**src/rtl/mac_pkg.sv**
```systemverilog
// rtl/mac_pkg.sv - shared defaults and types for the mac array sequencer
package mac_pkg;

  localparam int DATA_WIDTH_DEF = 8;
  localparam int ACC_WIDTH_DEF  = 20;
  localparam int K_WIDTH_DEF    = 8;
  localparam int MAC_LAT_DEF    = 1;

  typedef enum logic [2:0] {
    S_IDLE   = 3'd0,
    S_CLEAR  = 3'd1,
    S_STREAM = 3'd2,
    S_WAIT   = 3'd3,
    S_DRAIN  = 3'd4
  } seq_state_e;

  typedef logic [1:0] res_idx_t;

  localparam res_idx_t RES_IDX_LAST = 2'd3;

endpackage

```
**src/rtl/mac_seq_drain.sv**
```systemverilog
// rtl/mac_seq_drain.sv - accumulator snapshot and four-beat valid/ready result serialiser
module mac_seq_drain
  import mac_pkg::*;
#(
  parameter int ACC_WIDTH = ACC_WIDTH_DEF
) (
  input  logic                 clock,
  input  logic                 reset,
  input  logic                 load,
  input  logic [ACC_WIDTH-1:0] acc_00,
  input  logic [ACC_WIDTH-1:0] acc_01,
  input  logic [ACC_WIDTH-1:0] acc_10,
  input  logic [ACC_WIDTH-1:0] acc_11,
  input  logic                 res_ready,
  output logic                 res_valid,
  output logic [ACC_WIDTH-1:0] res_data,
  output res_idx_t             res_idx,
  output logic                 res_last,
  output logic                 final_hs
);

  logic [ACC_WIDTH-1:0] snap [4];
  res_idx_t             idx_nxt;
  logic                 beat_hs;

  assign beat_hs  = res_valid && res_ready;
  assign final_hs = beat_hs && res_last;
  assign idx_nxt  = res_idx + 2'd1;

  // Capture all four accumulators in one edge so later array activity cannot disturb the drain
  always_ff @(posedge clock or posedge reset) begin
    if (reset) begin
      snap[0] <= '0;
      snap[1] <= '0;
      snap[2] <= '0;
      snap[3] <= '0;
    end else if (load) begin
      snap[0] <= acc_00;
      snap[1] <= acc_01;
      snap[2] <= acc_10;
      snap[3] <= acc_11;
    end
  end

  // Present one result per handshake; data/idx/last only move on a completed beat
  always_ff @(posedge clock or posedge reset) begin
    if (reset) begin
      res_valid <= 1'b0;
      res_data  <= '0;
      res_idx   <= '0;
      res_last  <= 1'b0;
    end else if (load) begin
      res_valid <= 1'b1;
      res_data  <= acc_00;
      res_idx   <= '0;
      res_last  <= 1'b0;
    end else if (beat_hs) begin
      if (res_last) begin
        res_valid <= 1'b0;
        res_data  <= '0;
        res_idx   <= '0;
        res_last  <= 1'b0;
      end else begin
        res_data  <= snap[idx_nxt];
        res_idx   <= idx_nxt;
        res_last  <= (idx_nxt == RES_IDX_LAST);
      end
    end
  end

endmodule

```
**src/rtl/mac_array_sequencer.sv**
```systemverilog
// rtl/mac_array_sequencer.sv - job sequencer for mac_array_2x2; optional stall counter under MAC_SEQ_PERF_EN
module mac_array_sequencer
  import mac_pkg::*;
#(
  parameter int DATA_WIDTH = DATA_WIDTH_DEF,
  parameter int ACC_WIDTH  = ACC_WIDTH_DEF,
  parameter int K_WIDTH    = K_WIDTH_DEF,
  parameter int MAC_LAT    = MAC_LAT_DEF
) (
  input  logic                  clock,
  input  logic                  reset,
  input  logic                  start,
  input  logic [K_WIDTH-1:0]    k_len,
  input  logic                  in_valid,
  output logic                  in_ready,
  input  logic [DATA_WIDTH-1:0] in_a_row0,
  input  logic [DATA_WIDTH-1:0] in_a_row1,
  input  logic [DATA_WIDTH-1:0] in_b_col0,
  input  logic [DATA_WIDTH-1:0] in_b_col1,
  output logic                  mac_enable,
  output logic                  mac_clear,
  output logic [DATA_WIDTH-1:0] a_00,
  output logic [DATA_WIDTH-1:0] a_01,
  output logic [DATA_WIDTH-1:0] a_10,
  output logic [DATA_WIDTH-1:0] a_11,
  output logic [DATA_WIDTH-1:0] b_00,
  output logic [DATA_WIDTH-1:0] b_01,
  output logic [DATA_WIDTH-1:0] b_10,
  output logic [DATA_WIDTH-1:0] b_11,
  input  logic [ACC_WIDTH-1:0]  acc_00,
  input  logic [ACC_WIDTH-1:0]  acc_01,
  input  logic [ACC_WIDTH-1:0]  acc_10,
  input  logic [ACC_WIDTH-1:0]  acc_11,
  output logic                  res_valid,
  input  logic                  res_ready,
  output logic [ACC_WIDTH-1:0]  res_data,
  output logic [1:0]            res_idx,
  output logic                  res_last,
  output logic                  busy,
  output logic                  done,
  output logic [15:0]           perf_stall_cnt
);

  seq_state_e           state, next_state;
  logic [K_WIDTH-1:0]   k_lat;
  logic [K_WIDTH-1:0]   beat_cnt;
  logic [7:0]           wait_cnt;
  logic                 accept;
  logic                 last_beat;
  logic                 wait_done;
  logic                 final_hs;
  res_idx_t             drain_idx;

  assign accept    = in_valid && in_ready;
  assign last_beat = ((beat_cnt + K_WIDTH'(1)) == k_lat);
  // The final beat's mac_enable is live during the first WAIT cycle, so the snapshot is
  // taken MAC_LAT cycles after that, once the array has folded the beat in.
  assign wait_done = (state == S_WAIT) && (wait_cnt == 8'(MAC_LAT));
  assign res_idx   = drain_idx;

  // State register
  always_ff @(posedge clock or posedge reset) begin
    if (reset) state <= S_IDLE;
    else       state <= next_state;
  end

  // Next-state decision for the job flow
  always_comb begin
    next_state = state;
    case (state)
      S_IDLE:   if (start) next_state = S_CLEAR;
      S_CLEAR:  next_state = (k_lat == '0) ? S_WAIT : S_STREAM;
      S_STREAM: if (accept && last_beat) next_state = S_WAIT;
      S_WAIT:   if (wait_done) next_state = S_DRAIN;
      S_DRAIN:  if (final_hs) next_state = S_IDLE;
      default:  next_state = S_IDLE;
    endcase
  end

  // Registered control outputs and job counters, all derived from the upcoming state
  always_ff @(posedge clock or posedge reset) begin
    if (reset) begin
      in_ready  <= 1'b0;
      mac_clear <= 1'b0;
      busy      <= 1'b0;
      done      <= 1'b0;
      k_lat     <= '0;
      beat_cnt  <= '0;
      wait_cnt  <= '0;
    end else begin
      in_ready  <= (next_state == S_STREAM);
      mac_clear <= (next_state == S_CLEAR);
      busy      <= (next_state != S_IDLE);
      done      <= final_hs;
      if (state == S_IDLE && start) begin
        k_lat    <= k_len;
        beat_cnt <= '0;
      end else if (accept) begin
        beat_cnt <= beat_cnt + K_WIDTH'(1);
      end
      if (state == S_WAIT) wait_cnt <= wait_cnt + 8'd1;
      else                 wait_cnt <= '0;
    end
  end

  // Operand fan-out to the array; operands hold across bubbles while mac_enable drops
  always_ff @(posedge clock or posedge reset) begin
    if (reset) begin
      mac_enable <= 1'b0;
      a_00 <= '0; a_01 <= '0; a_10 <= '0; a_11 <= '0;
      b_00 <= '0; b_01 <= '0; b_10 <= '0; b_11 <= '0;
    end else begin
      mac_enable <= accept;
      if (accept) begin
        a_00 <= in_a_row0; a_01 <= in_a_row0;
        a_10 <= in_a_row1; a_11 <= in_a_row1;
        b_00 <= in_b_col0; b_10 <= in_b_col0;
        b_01 <= in_b_col1; b_11 <= in_b_col1;
      end
    end
  end

  mac_seq_drain #(
    .ACC_WIDTH (ACC_WIDTH)
  ) u_drain (
    .clock     (clock),
    .reset     (reset),
    .load      (wait_done),
    .acc_00    (acc_00),
    .acc_01    (acc_01),
    .acc_10    (acc_10),
    .acc_11    (acc_11),
    .res_ready (res_ready),
    .res_valid (res_valid),
    .res_data  (res_data),
    .res_idx   (drain_idx),
    .res_last  (res_last),
    .final_hs  (final_hs)
  );

`ifdef MAC_SEQ_PERF_EN
  logic stall_cycle;

  assign stall_cycle = ((state == S_STREAM) && !in_valid) ||
                       ((state == S_DRAIN) && res_valid && !res_ready);

  // Saturating stall counter, restarted when a new job is accepted
  always_ff @(posedge clock or posedge reset) begin
    if (reset) begin
      perf_stall_cnt <= '0;
    end else if (state == S_IDLE && start) begin
      perf_stall_cnt <= '0;
    end else if (stall_cycle && perf_stall_cnt != 16'hFFFF) begin
      perf_stall_cnt <= perf_stall_cnt + 16'd1;
    end
  end
`else
  assign perf_stall_cnt = '0;
`endif

endmodule

```
**config.mk**
```make
export PLATFORM = sky130hd
export DESIGN_NAME = mac_array_sequencer
export DESIGN_NICKNAME = d
export VERILOG_FILES = /design/src/rtl/mac_pkg.sv /design/src/rtl/mac_seq_drain.sv /design/src/rtl/mac_array_sequencer.sv
export SDC_FILE = /design/constraint.sdc
export NUM_CORES = 1
export LEC_CHECK = 0
export CAP_MARGIN = 0
export CORE_AREA = 2 2 126 128
export DETAILED_ROUTE_END_ITERATION = 16
export DIE_AREA = 0 0 128 130
export PLACE_DENSITY = 0.84
export SLEW_MARGIN = 20
export SYNTH_ARGS = -nofsm -noshare
export SYNTH_HDL_FRONTEND = slang
export SYNTH_SLANG_ARGS = --single-unit
```
**constraint.sdc**
```tcl
create_clock -name clock -period 16.5 [get_ports clock]
set_clock_uncertainty 0.05 [all_clocks]
set_input_delay 3.3 -clock clock [delete_from_list [all_inputs] [get_ports clock]]
set_output_delay 3.3 -clock clock [all_outputs]
set_load 0.05 [all_outputs]
```
==> results_dict.tcl, run 1 <==
set metrics [dict create \
    root_buffer "clkbuf_16" \
    grt_start_max_net_pins 87 \
    num_vias 5571 \
    max_freq_ghz 0.179 \
    drc 0 \
    via_per_inst 5.12 \
    start_util_pct 49.3 \
    power_per_cell_area_nw_per_um2 223 \
    min_to "u_drain.snap[47]$_DFFE_PP0P_" \
    hp-start "u_drain.snap[47]$_DFFE_PP0P_" \
    ir_drop_mv 0.148 \
    wl_um 18100 \
    overflow 0 \
    coreArea_sq_um 15400 \
    cts_resized 0 \
    die-area_sq_um 16600 \
    ios 234 \
    worstPathCellList "clkdlybuf4s50_1 -> nand2_1 -> nor2_2 -> a22oi_1 -> o21ai_0" \
    synth.largest_area_cell "dfrtp_1" \
    hold_viol_final 0 \
    netlist.area_leader.share_pct 55.3 \
    setup_viol 0 \
    layout_commonest_cell "nand2_1" \
    postCtsSetupRepairBufs 0 \
    status "complete, no violations" \
    cts.path.max_buffers 2 \
    rrSetupSlack_ps 13550 \
    async_reset_ff_share_pct 100 \
    critPathArrivalTime_ps 5870 \
    wire_per_inst_um 16.6 \
    dr.pass1.iters 4 \
    fillers 1199 \
    syn2layout_area_growth_pct 33.6 \
    worst_ep_required_time_ps 16780 \
    post-dp-hpwl_um 12400 \
    crit_family "simple AND/OR/NAND/NOR gates" \
    cp-start-kind "input pin" \
    grt_antenna_before_repair 0 \
    cts_tree "yes" \
    min_path_type "flip-flop to flip-flop" \
    syn_avg_cell_area_sq_um 10.6 \
    antenna_cells 0 \
    yosys-top-cells-area "dfrtp_1 55%, nand2_1 13%, mux2_2 6.1%" \
    worstSetupPathType "input pin to flip-flop" \
    grt_pass1_vias 5627 \
    ys_ff_latch 168 \
    cts.clk_slew.worst_paths_ps 60 \
    grt_pass1_wl_um 28800 \
    cp_max_fo 26 \
    layout.nets 1013 \
    worstReg2RegEnd "u_drain.res_data[17]$_DFFE_PP0P_" \
    maxSlewViolCount 0 \
    rows 46 \
    clk_latency_ps 420 \
    portBuffers 217 \
    die_x_um 128 \
    htreeDepth 4 \
    ant_nets 0 \
    critPathBufInv 1 \
    synthFlopType "dfrtp_1" \
    reg2regPathDepth 8 \
    post-route-period-util_pct 33.9 \
    slowest_delay_ps 1060 \
    clkSinkCount 168 \
    finalSetupTns_ps 0 \
    worstMarginPinSlew_ps 1050 \
    cp_slowest_cell "nor2_2" \
    grt_setup_unrepaired "false" \
    max_cap_viol_count 0 \
    seq_area_frac_synth_pct 55.3 \
    dp_slack_ps 10420 \
    postSynthCellCount 714 \
    worstReg2RegStart "wait_cnt[1]$_DFF_PP0_" \
    maxSlewHeadroom_pct 29.6 \
    yosys_warnings 0 \
    drt_iter0_drc 419 \
    hold_path_depth 2 \
    crit_path_end_kind "flip-flop" \
    p_leak_uw 0.00446 \
    final_layout_size_suffix_gt1_share_pct 11.9 \
    layout.cells.most_common_list "253 x nand2_1, 217 x clkdlybuf4s50_1, 168 x dfrtp_1, 41 x mux2_2, 22 x nor2_1" \
    setup_ws_ps 10910 \
    fp.dieH_um 130 \
    gp_congestion 0.845 \
    syn_area_sq_um 7600 \
    hold_buffers 0 \
    min_period_ps 5590 \
    synth-edff-count 0 \
    grt_usage_pct 22.5 \
    cts_buffers 17 \
    netlist-cell-type-count 42 \
]
-- per-stage QoR --
step	util (%)	std cells	instance area (sq um)	total power [uW]	hold WS (ps)
6_report	65.8	1089	10200	2260	421
3_5_place_dp	61.9	1057	9540	1860	409
3_3_place_gp	61.9	1057	9540	1830	402
2_1_floorplan	-	729	7650	1550	390
5_1_grt	65.8	1089	10200	2380	439
4_1_cts	65.8	1089	10100	2280	426
-- power breakdown --
group | switching [uW] | internal (uW) | leakage (uW) | total, uW
logic | 684 | 441 | 0.00222 | 1120
clock network | 161 | 245 | 0.000292 | 406
registers | 134 | 599 | 0.00195 | 733
-- sequential cells by signal, indices dropped and copies added, names as in the netlist --
signal	count
u_drain.snap	80
u_drain.res_data	20
a_01	8
a_11	8
b_10	8
b_11	8
beat_cnt	8
k_lat	8
wait_cnt	8
state	3
u_drain.res_idx	2
busy	1
done	1
in_ready	1
mac_clear	1
mac_enable	1
u_drain.res_last	1
u_drain.res_valid	1
-- layer usage --
metal | GRT usage, % | vias to the layer above | share of wire (%)
li1 | - | 2632 | -
met3 | 5.13 | 27 | 5.5
met2 | 37.7 | 163 | 51
met4 | 6.92 | 0 | 1.6
met1 | 29.5 | 2749 | 42
met5 | 0 | - | 0
-- synth_stat cells (2+ instances only) --
master,n
nand3_1,9
dfrtp_1,168
nor2_1,23
nand4_1,3
buf_2,9
buf_1,3
buf_4,48
nand2_1,253
a21oi_1,6
xor2_1,10
a22oi_1,20
o21ai_0,21
nand2b_1,2
mux4_2,20
nor3_1,3
a31oi_1,3
and3_1,4
inv_1,5
ha_1,4
mux2_2,41
xnor2_1,14
clkbuf_1,17
or2_2,3
buf_6,7
-- cells by family (layout without fill, tap and decap cells) --
group / count (synthesis) / in the layout / share of synthesized area [%]
buf+inv: 91 / 259 / 7.72
xor+xnor: 24 / 24 / 2.77
simple gates: 309 / 309 / 16.8
fa+ha+maj: 4 / 4 / 0.659
other cells: 1 / 16 / 0.0494
mux: 62 / 62 / 12.1
compound gates: 55 / 55 / 4.56
flops: 168 / 168 / 55.3
-- worst max-delay path by stage --
stage	start	to	slack, ps	depth (start not counted)
final	res_ready	u_drain.res_data[16]$_DFFE_PP0P_	10910	5
after floorplan	reset	a_01[0]$_DFFE_PP0P_	8600	1
after detailed placement	res_ready	u_drain.res_data[18]$_DFFE_PP0P_	10420	5
after CTS	res_ready	u_drain.res_data[13]$_DFFE_PP0P_	10880	5
after global placement	res_ready	u_drain.res_data[7]$_DFFE_PP0P_	10590	5
after global routing	res_ready	u_drain.res_data[10]$_DFFE_PP0P_	10700	5
-- worst min-delay path: stages, from the launching register on --
cell	delay, ps
dfrtp_1	340
nand2_1	50
nand2_1	50
-- layout make-up --
| type | count | area [sq um] | share of cell area [%] |
|---|---|---|---|
| repair buffers | 221 | 2210 | 21.7 |
| multi-input cells | 470 | 2870 | 28.3 |
| well taps | 192 | 240 | 2.37 |
| clock inverters | 12 | 150 | 1.48 |
| inverters | 6 | 27.5 | 0.271 |
| flip-flops and latches | 168 | 4200 | 41.4 |
| clock buffers | 20 | 457 | 4.50 |
Note: power is estimated with default switching activity, not from simulation.
==> run 2, diff against run 1 <==
Settings changed: CORE_AREA 2 2 126 128 to 2 2 136 138, DIE_AREA 0 0 128 130 to 0 0 138 140, PLACE_DENSITY 0.84 to 0.77.
Clock period 16.5 ns to 4.83 ns, I/O delays scaled along.
==> run 2 against run 1 <==
Critical path depth grew 3. Cell count rose by 3.1%. Via count shrank 0.99%. Cell area is 0.44% higher. Global-route usage shrank 3.1 points. Die area is 16% higher. Setup slack lost 9000 ps. Clock power grew to 3.4 times the previous value. Sequential share of layout area is 0.18 points lower. Combinational power grew to 3.4 times the previous value. Critical path type is now flip-flop to flip-flop. Critical endpoint is now u_drain.res_data[4]$_DFFE_PP0P_.
==> results_dict.tcl, run 2 (same netlist as run 1, synthesis figures left out) <==
set metrics [dict create \
    status "complete, no violations" \
    setup_viol 0 \
    layout.cells.most_common_list "253 x nand2_1, 217 x clkdlybuf4s50_1, 168 x dfrtp_1, 41 x mux2_2, 22 x nor2_1" \
    dr.pass1.iters 4 \
    via_per_inst 4.91 \
    grt_pass1_wl_um 29800 \
    largest_reg_flops 80 \
    maxSlewHeadroom_pct 30.0 \
    postCtsSetupRepairBufs 0 \
    htreeDepth 4 \
    grt_antenna_before_repair 2 \
    clk_latency_ps 420 \
    post_dp_cell_area_sq_um 9610 \
    drc 0 \
    max_cap_viol_count 0 \
    min_period_ps 2950 \
    worstSetupPathType "flip-flop to flip-flop" \
    post-route-period-util_pct 61.0 \
    hold_buffers 0 \
    cp_max_fo 85 \
    overflow 0 \
    ant_nets 0 \
    grt_setup_unrepaired "false" \
    portBuffers 217 \
    whs_ps 421 \
    power_per_cell_area_nw_per_um2 759 \
    grt_pass1_vias 5632 \
    top_regs "u_drain.snap (80), u_drain.res_data (20)" \
    top_register "u_drain.snap" \
    rows 49 \
    multiInputGateArea_sq_um 2870 \
    min_path_type "flip-flop to flip-flop" \
    hold_viol_final 0 \
    final_area_sq_um 10200 \
    layout_commonest_cell "nand2_1" \
    cts_resized 0 \
    post-dp-hpwl_um 12600 \
    cp.depth 8 \
    setup_ws_ps 1880 \
    grt_start_max_net_pins 169 \
    root_buffer "clkbuf_16" \
    worst_ep_required_time_ps 5120 \
    clkSinkCount 168 \
    cp_slowest_cell "and2b_4" \
    syn2layout_area_growth_pct 34.2 \
    cts.clk_slew.worst_paths_ps 60 \
    fillers 1527 \
    ios 234 \
    finalSetupTns_ps 0 \
    drt_iter0_drc 339 \
    hold_path_depth 2 \
    critPathArrivalTime_ps 3230 \
    coreArea_sq_um 17800 \
    start_util_pct 42.7 \
    wl_um 18400 \
    max_freq_ghz 0.340 \
    reg2regPathDepth 8 \
    num_vias 5516 \
    die-area_sq_um 19300 \
    crit_family "simple AND/OR/NAND/NOR gates" \
    gp_congestion 0.808 \
    crit_path_end_kind "flip-flop" \
    wire_per_inst_um 16.4 \
    cp-start-kind "flip-flop" \
    ff_latch_area_sq_um 4200 \
    cts_buffers 17 \
    critPathBufInv 2 \
    die_x_um 138 \
    slowest_delay_ps 840 \
    fp.dieH_um 140 \
    worstPathCellList "inv_1 -> ha_1 -> or4b_1 -> nor4_4 -> and2b_4 -> buf_4 -> nand2_1 -> o21ai_0" \
    final_layout_size_suffix_gt1_share_pct 11.2 \
    grt_usage_pct 19.3 \
    worstMarginPinSlew_ps 1050 \
    cts.path.max_buffers 2 \
    cts_tree "yes" \
    dp_slack_ps 1760 \
    p_leak_uw 0.00446 \
    layout.nets 1014 \
    ir_drop_mv 0.656 \
    maxSlewViolCount 0 \
]
[run 2: metal layers]
metal / routed length [um] / part of all wire [%] / track usage, %
met1: 7900 / 43 / 25.9
met2: 9270 / 50 / 31.4
met3: 975 / 5.3 / 4.79
met4: 239 / 1.3 / 5.80
met5: 12 / 0.065 / 0
[run 2: area by class of cell]
class                   instances  share of cell area [%]
well taps                     229                    2.81
flip-flops and latches        168                    41.2
multi-input cells             470                    28.1
repair buffers                222                    21.8
diodes                          1                  0.0245
clock buffers                  23                    4.59
clock inverters                 4                    1.18
inverters                       6                   0.258
[run 2: worst paths after layout]
kind	from	to	slack, ps
setup / recovery	wait_cnt[1]$_DFF_PP0_	u_drain.res_data[4]$_DFFE_PP0P_	1880
hold / removal	u_drain.snap[51]$_DFFE_PP0P_	u_drain.snap[51]$_DFFE_PP0P_	420
setup reg to reg	wait_cnt[1]$_DFF_PP0_	u_drain.res_data[4]$_DFFE_PP0P_	1880
hold reg to reg	u_drain.snap[51]$_DFFE_PP0P_	u_drain.snap[51]$_DFFE_PP0P_	420
max in group asynchronous	reset	u_drain.snap[77]$_DFFE_PP0P_	2880
min in group asynchronous	reset	a_01[6]$_DFFE_PP0P_	1000
[run 2: worst min-delay path, cell delays in order (launching register included)]
cell and delay, ps:
dfrtp_1 340, nand2_1 50, nand2_1 50
[run 2: power breakdown]
group / total, uW / internal, uW / switching (uW) / leakage [uW]
clock: 1380 / 879 / 502 / 0.000285
sequential: 2520 / 2050 / 473 / 0.00195
combinational: 3840 / 1510 / 2330 / 0.00222
[run 2: per-stage QoR]
step | cells | total power, uW | utilization (%)
6_report | 1123 | 7740 | 57.4
3_3_place_gp | 1095 | 6310 | 54.0
3_5_place_dp | 1095 | 6390 | 54.0
2_1_floorplan | 729 | 5310 | -
4_1_cts | 1122 | 7800 | 57.3
5_1_grt | 1122 | 8150 | 57.3
==> run 3, diff against run 2 <==
Settings changed: CORE_AREA 2 2 136 138 to 2 2 131 133, DIE_AREA 0 0 138 140 to 0 0 133 135, PLACE_DENSITY 0.77 to 0.79.
Clock period 4.83 ns to 3.1 ns, I/O delays scaled along.
==> run 3 against run 2 <==
Cell area grew 1.5%. Clock power grew 71%. Register-to-register slack lost 1100 ps. Combinational power grew 57%. Non-clock buffer count grew 9. Sequential share of layout area shrank 0.61 points.
==> results_dict.tcl, run 3 (same netlist as run 1, synthesis figures left out) <==
set metrics [dict create \
    grt_start_max_net_pins 105 \
    postCtsSetupRepairBufs 0 \
    top_register "u_drain.snap" \
    wire_per_inst_um 16.2 \
    portBuffers 217 \
    grt_usage_pct 21.2 \
    clkSinkCount 168 \
    die-area_sq_um 18000 \
    maxSlewViolCount 0 \
    start_util_pct 46.3 \
    multiInputGateArea_sq_um 2870 \
    dp.cells 1095 \
    ant_nets 0 \
    cts.clk_slew.worst_paths_ps 60 \
    hold_buffers 0 \
    grt_pass1_wl_um 29700 \
    cp_slowest_cell "clkdlybuf4s50_1" \
    drc 0 \
    hold_viol_final 0 \
    layout.nets 1023 \
    fin_cells 1127 \
    root_buffer "clkbuf_16" \
    finalSetupTns_ps 0 \
    layout_commonest_cell "nand2_1" \
    cts_buffers 17 \
    clk_latency_ps 430 \
    drt_iter0_drc 377 \
    ios 234 \
    max_cap_viol_count 0 \
    min_path_type "flip-flop to flip-flop" \
    htreeDepth 4 \
    post-dp-hpwl_um 12600 \
    min_period_ps 2610 \
    worstReg2RegEnd "u_drain.res_data[1]$_DFFE_PP0P_" \
    final_layout_size_suffix_gt1_share_pct 13.0 \
    max_freq_ghz 0.383 \
    setup_viol 0 \
    dr.pass1.iters 5 \
    ir_drop_mv 0.783 \
    min_to "u_drain.snap[37]$_DFFE_PP0P_" \
    status "complete, no violations" \
    fillers 1289 \
    p_leak_uw 0.00455 \
    worst_ep_required_time_ps 2430 \
    die_x_um 133 \
    gp_congestion 0.797 \
    cts.path.max_buffers 2 \
    via_per_inst 4.93 \
    crit_path_end_kind "primary output" \
    num_vias 5551 \
    cp_max_fo 13 \
    hp-start "u_drain.snap[37]$_DFFE_PP0P_" \
    critPathBufInv 1 \
    syn2layout_area_growth_pct 36.3 \
    worstReg2RegStart "wait_cnt[1]$_DFF_PP0_" \
    maxSlewHeadroom_pct 57.2 \
    top_regs "u_drain.snap (80), u_drain.res_data (20)" \
    grt_pass1_vias 5723 \
    final_util_pct 63.1 \
    reg2regPathDepth 8 \
    overflow 0 \
    worstMarginPinSlew_ps 640 \
    cp.depth 1 \
    ff_latch_area_sq_um 4210 \
    post-route-period-util_pct 84.3 \
    cp-start-kind "flip-flop" \
    crit_family "buffers and inverters" \
    worstSetupPathType "flip-flop to primary output" \
    fp.dieH_um 135 \
    power_per_cell_area_nw_per_um2 1190 \
    antenna_cells 0 \
    critPathArrivalTime_ps 1940 \
    worstPathCellList "clkdlybuf4s50_1" \
    coreArea_sq_um 16400 \
    grt_antenna_before_repair 0 \
    cts_resized 0 \
    largest_reg_flops 80 \
    wl_um 18300 \
    cts_tree "yes" \
    rows 47 \
    slowest_delay_ps 890 \
    rrSetupSlack_ps 760 \
    hold_path_depth 2 \
    layout.cells.most_common_list "253 x nand2_1, 217 x clkdlybuf4s50_1, 167 x dfrtp_1, 41 x mux2_2, 22 x nor2_1" \
    grt_setup_unrepaired "false" \
]
-- run 3: changes by cell type in the layout (fill, tap and decap cells not counted), sizes merged --
cell      before  now
buf            5   14
clkinv         0    5
clkbuf        23   21
bufinv         4    5
clkinvlp       1    2
diode          1    0
-- run 3: worst max path at each step --
stage                                         from             endpoint  slack [ps]
floorplan                                    reset  a_01[0]$_DFFE_PP0P_         290
global placement                          in_valid   in_ready$_DFF_PP0_         730
detailed placement                        in_valid   in_ready$_DFF_PP0_         690
CTS                 u_drain.res_idx[0]$_DFFE_PP0P_           res_idx[0]         430
global route        u_drain.res_idx[0]$_DFFE_PP0P_           res_idx[0]         370
finish              u_drain.res_idx[0]$_DFFE_PP0P_           res_idx[0]         490
-- run 3: final cells by class --
cell class | count | area share, %
Timing Repair Buffer | 231 | 22.4
Clock inverter | 11 | 1.87
Inverter | 6 | 0.254
Tap cell | 220 | 2.66
Multi-Input combinational cell | 470 | 27.7
Clock buffer | 21 | 4.54
Sequential cell | 168 | 40.6
-- run 3: where the power goes --
part | internal, uW | switching [uW]
logic | 2400 | 3620
clock network | 1500 | 860
registers | 3190 | 743
-- run 3: per-layer routing --
layer / global-route usage (%) / share of wire [%] / up-vias
met5: 0 / 0 / -
li1: - / - / 2644
met4: 7.47 / 1.9 / 0
met3: 4.73 / 5.0 / 28
met1: 27.4 / 42 / 2717
met2: 35.3 / 51 / 162
-- run 3: metrics by stage --
step	hold slack, ps	total power [uW]	setup WS [ps]	cell area [sq um]
final	422	12300	488	10400
after global routing	442	13000	374	10400
after CTS	410	12400	430	10400
after detailed placement	409	10000	687	9690
after global placement	403	9850	732	9690
after floorplan	390	8280	289	7660
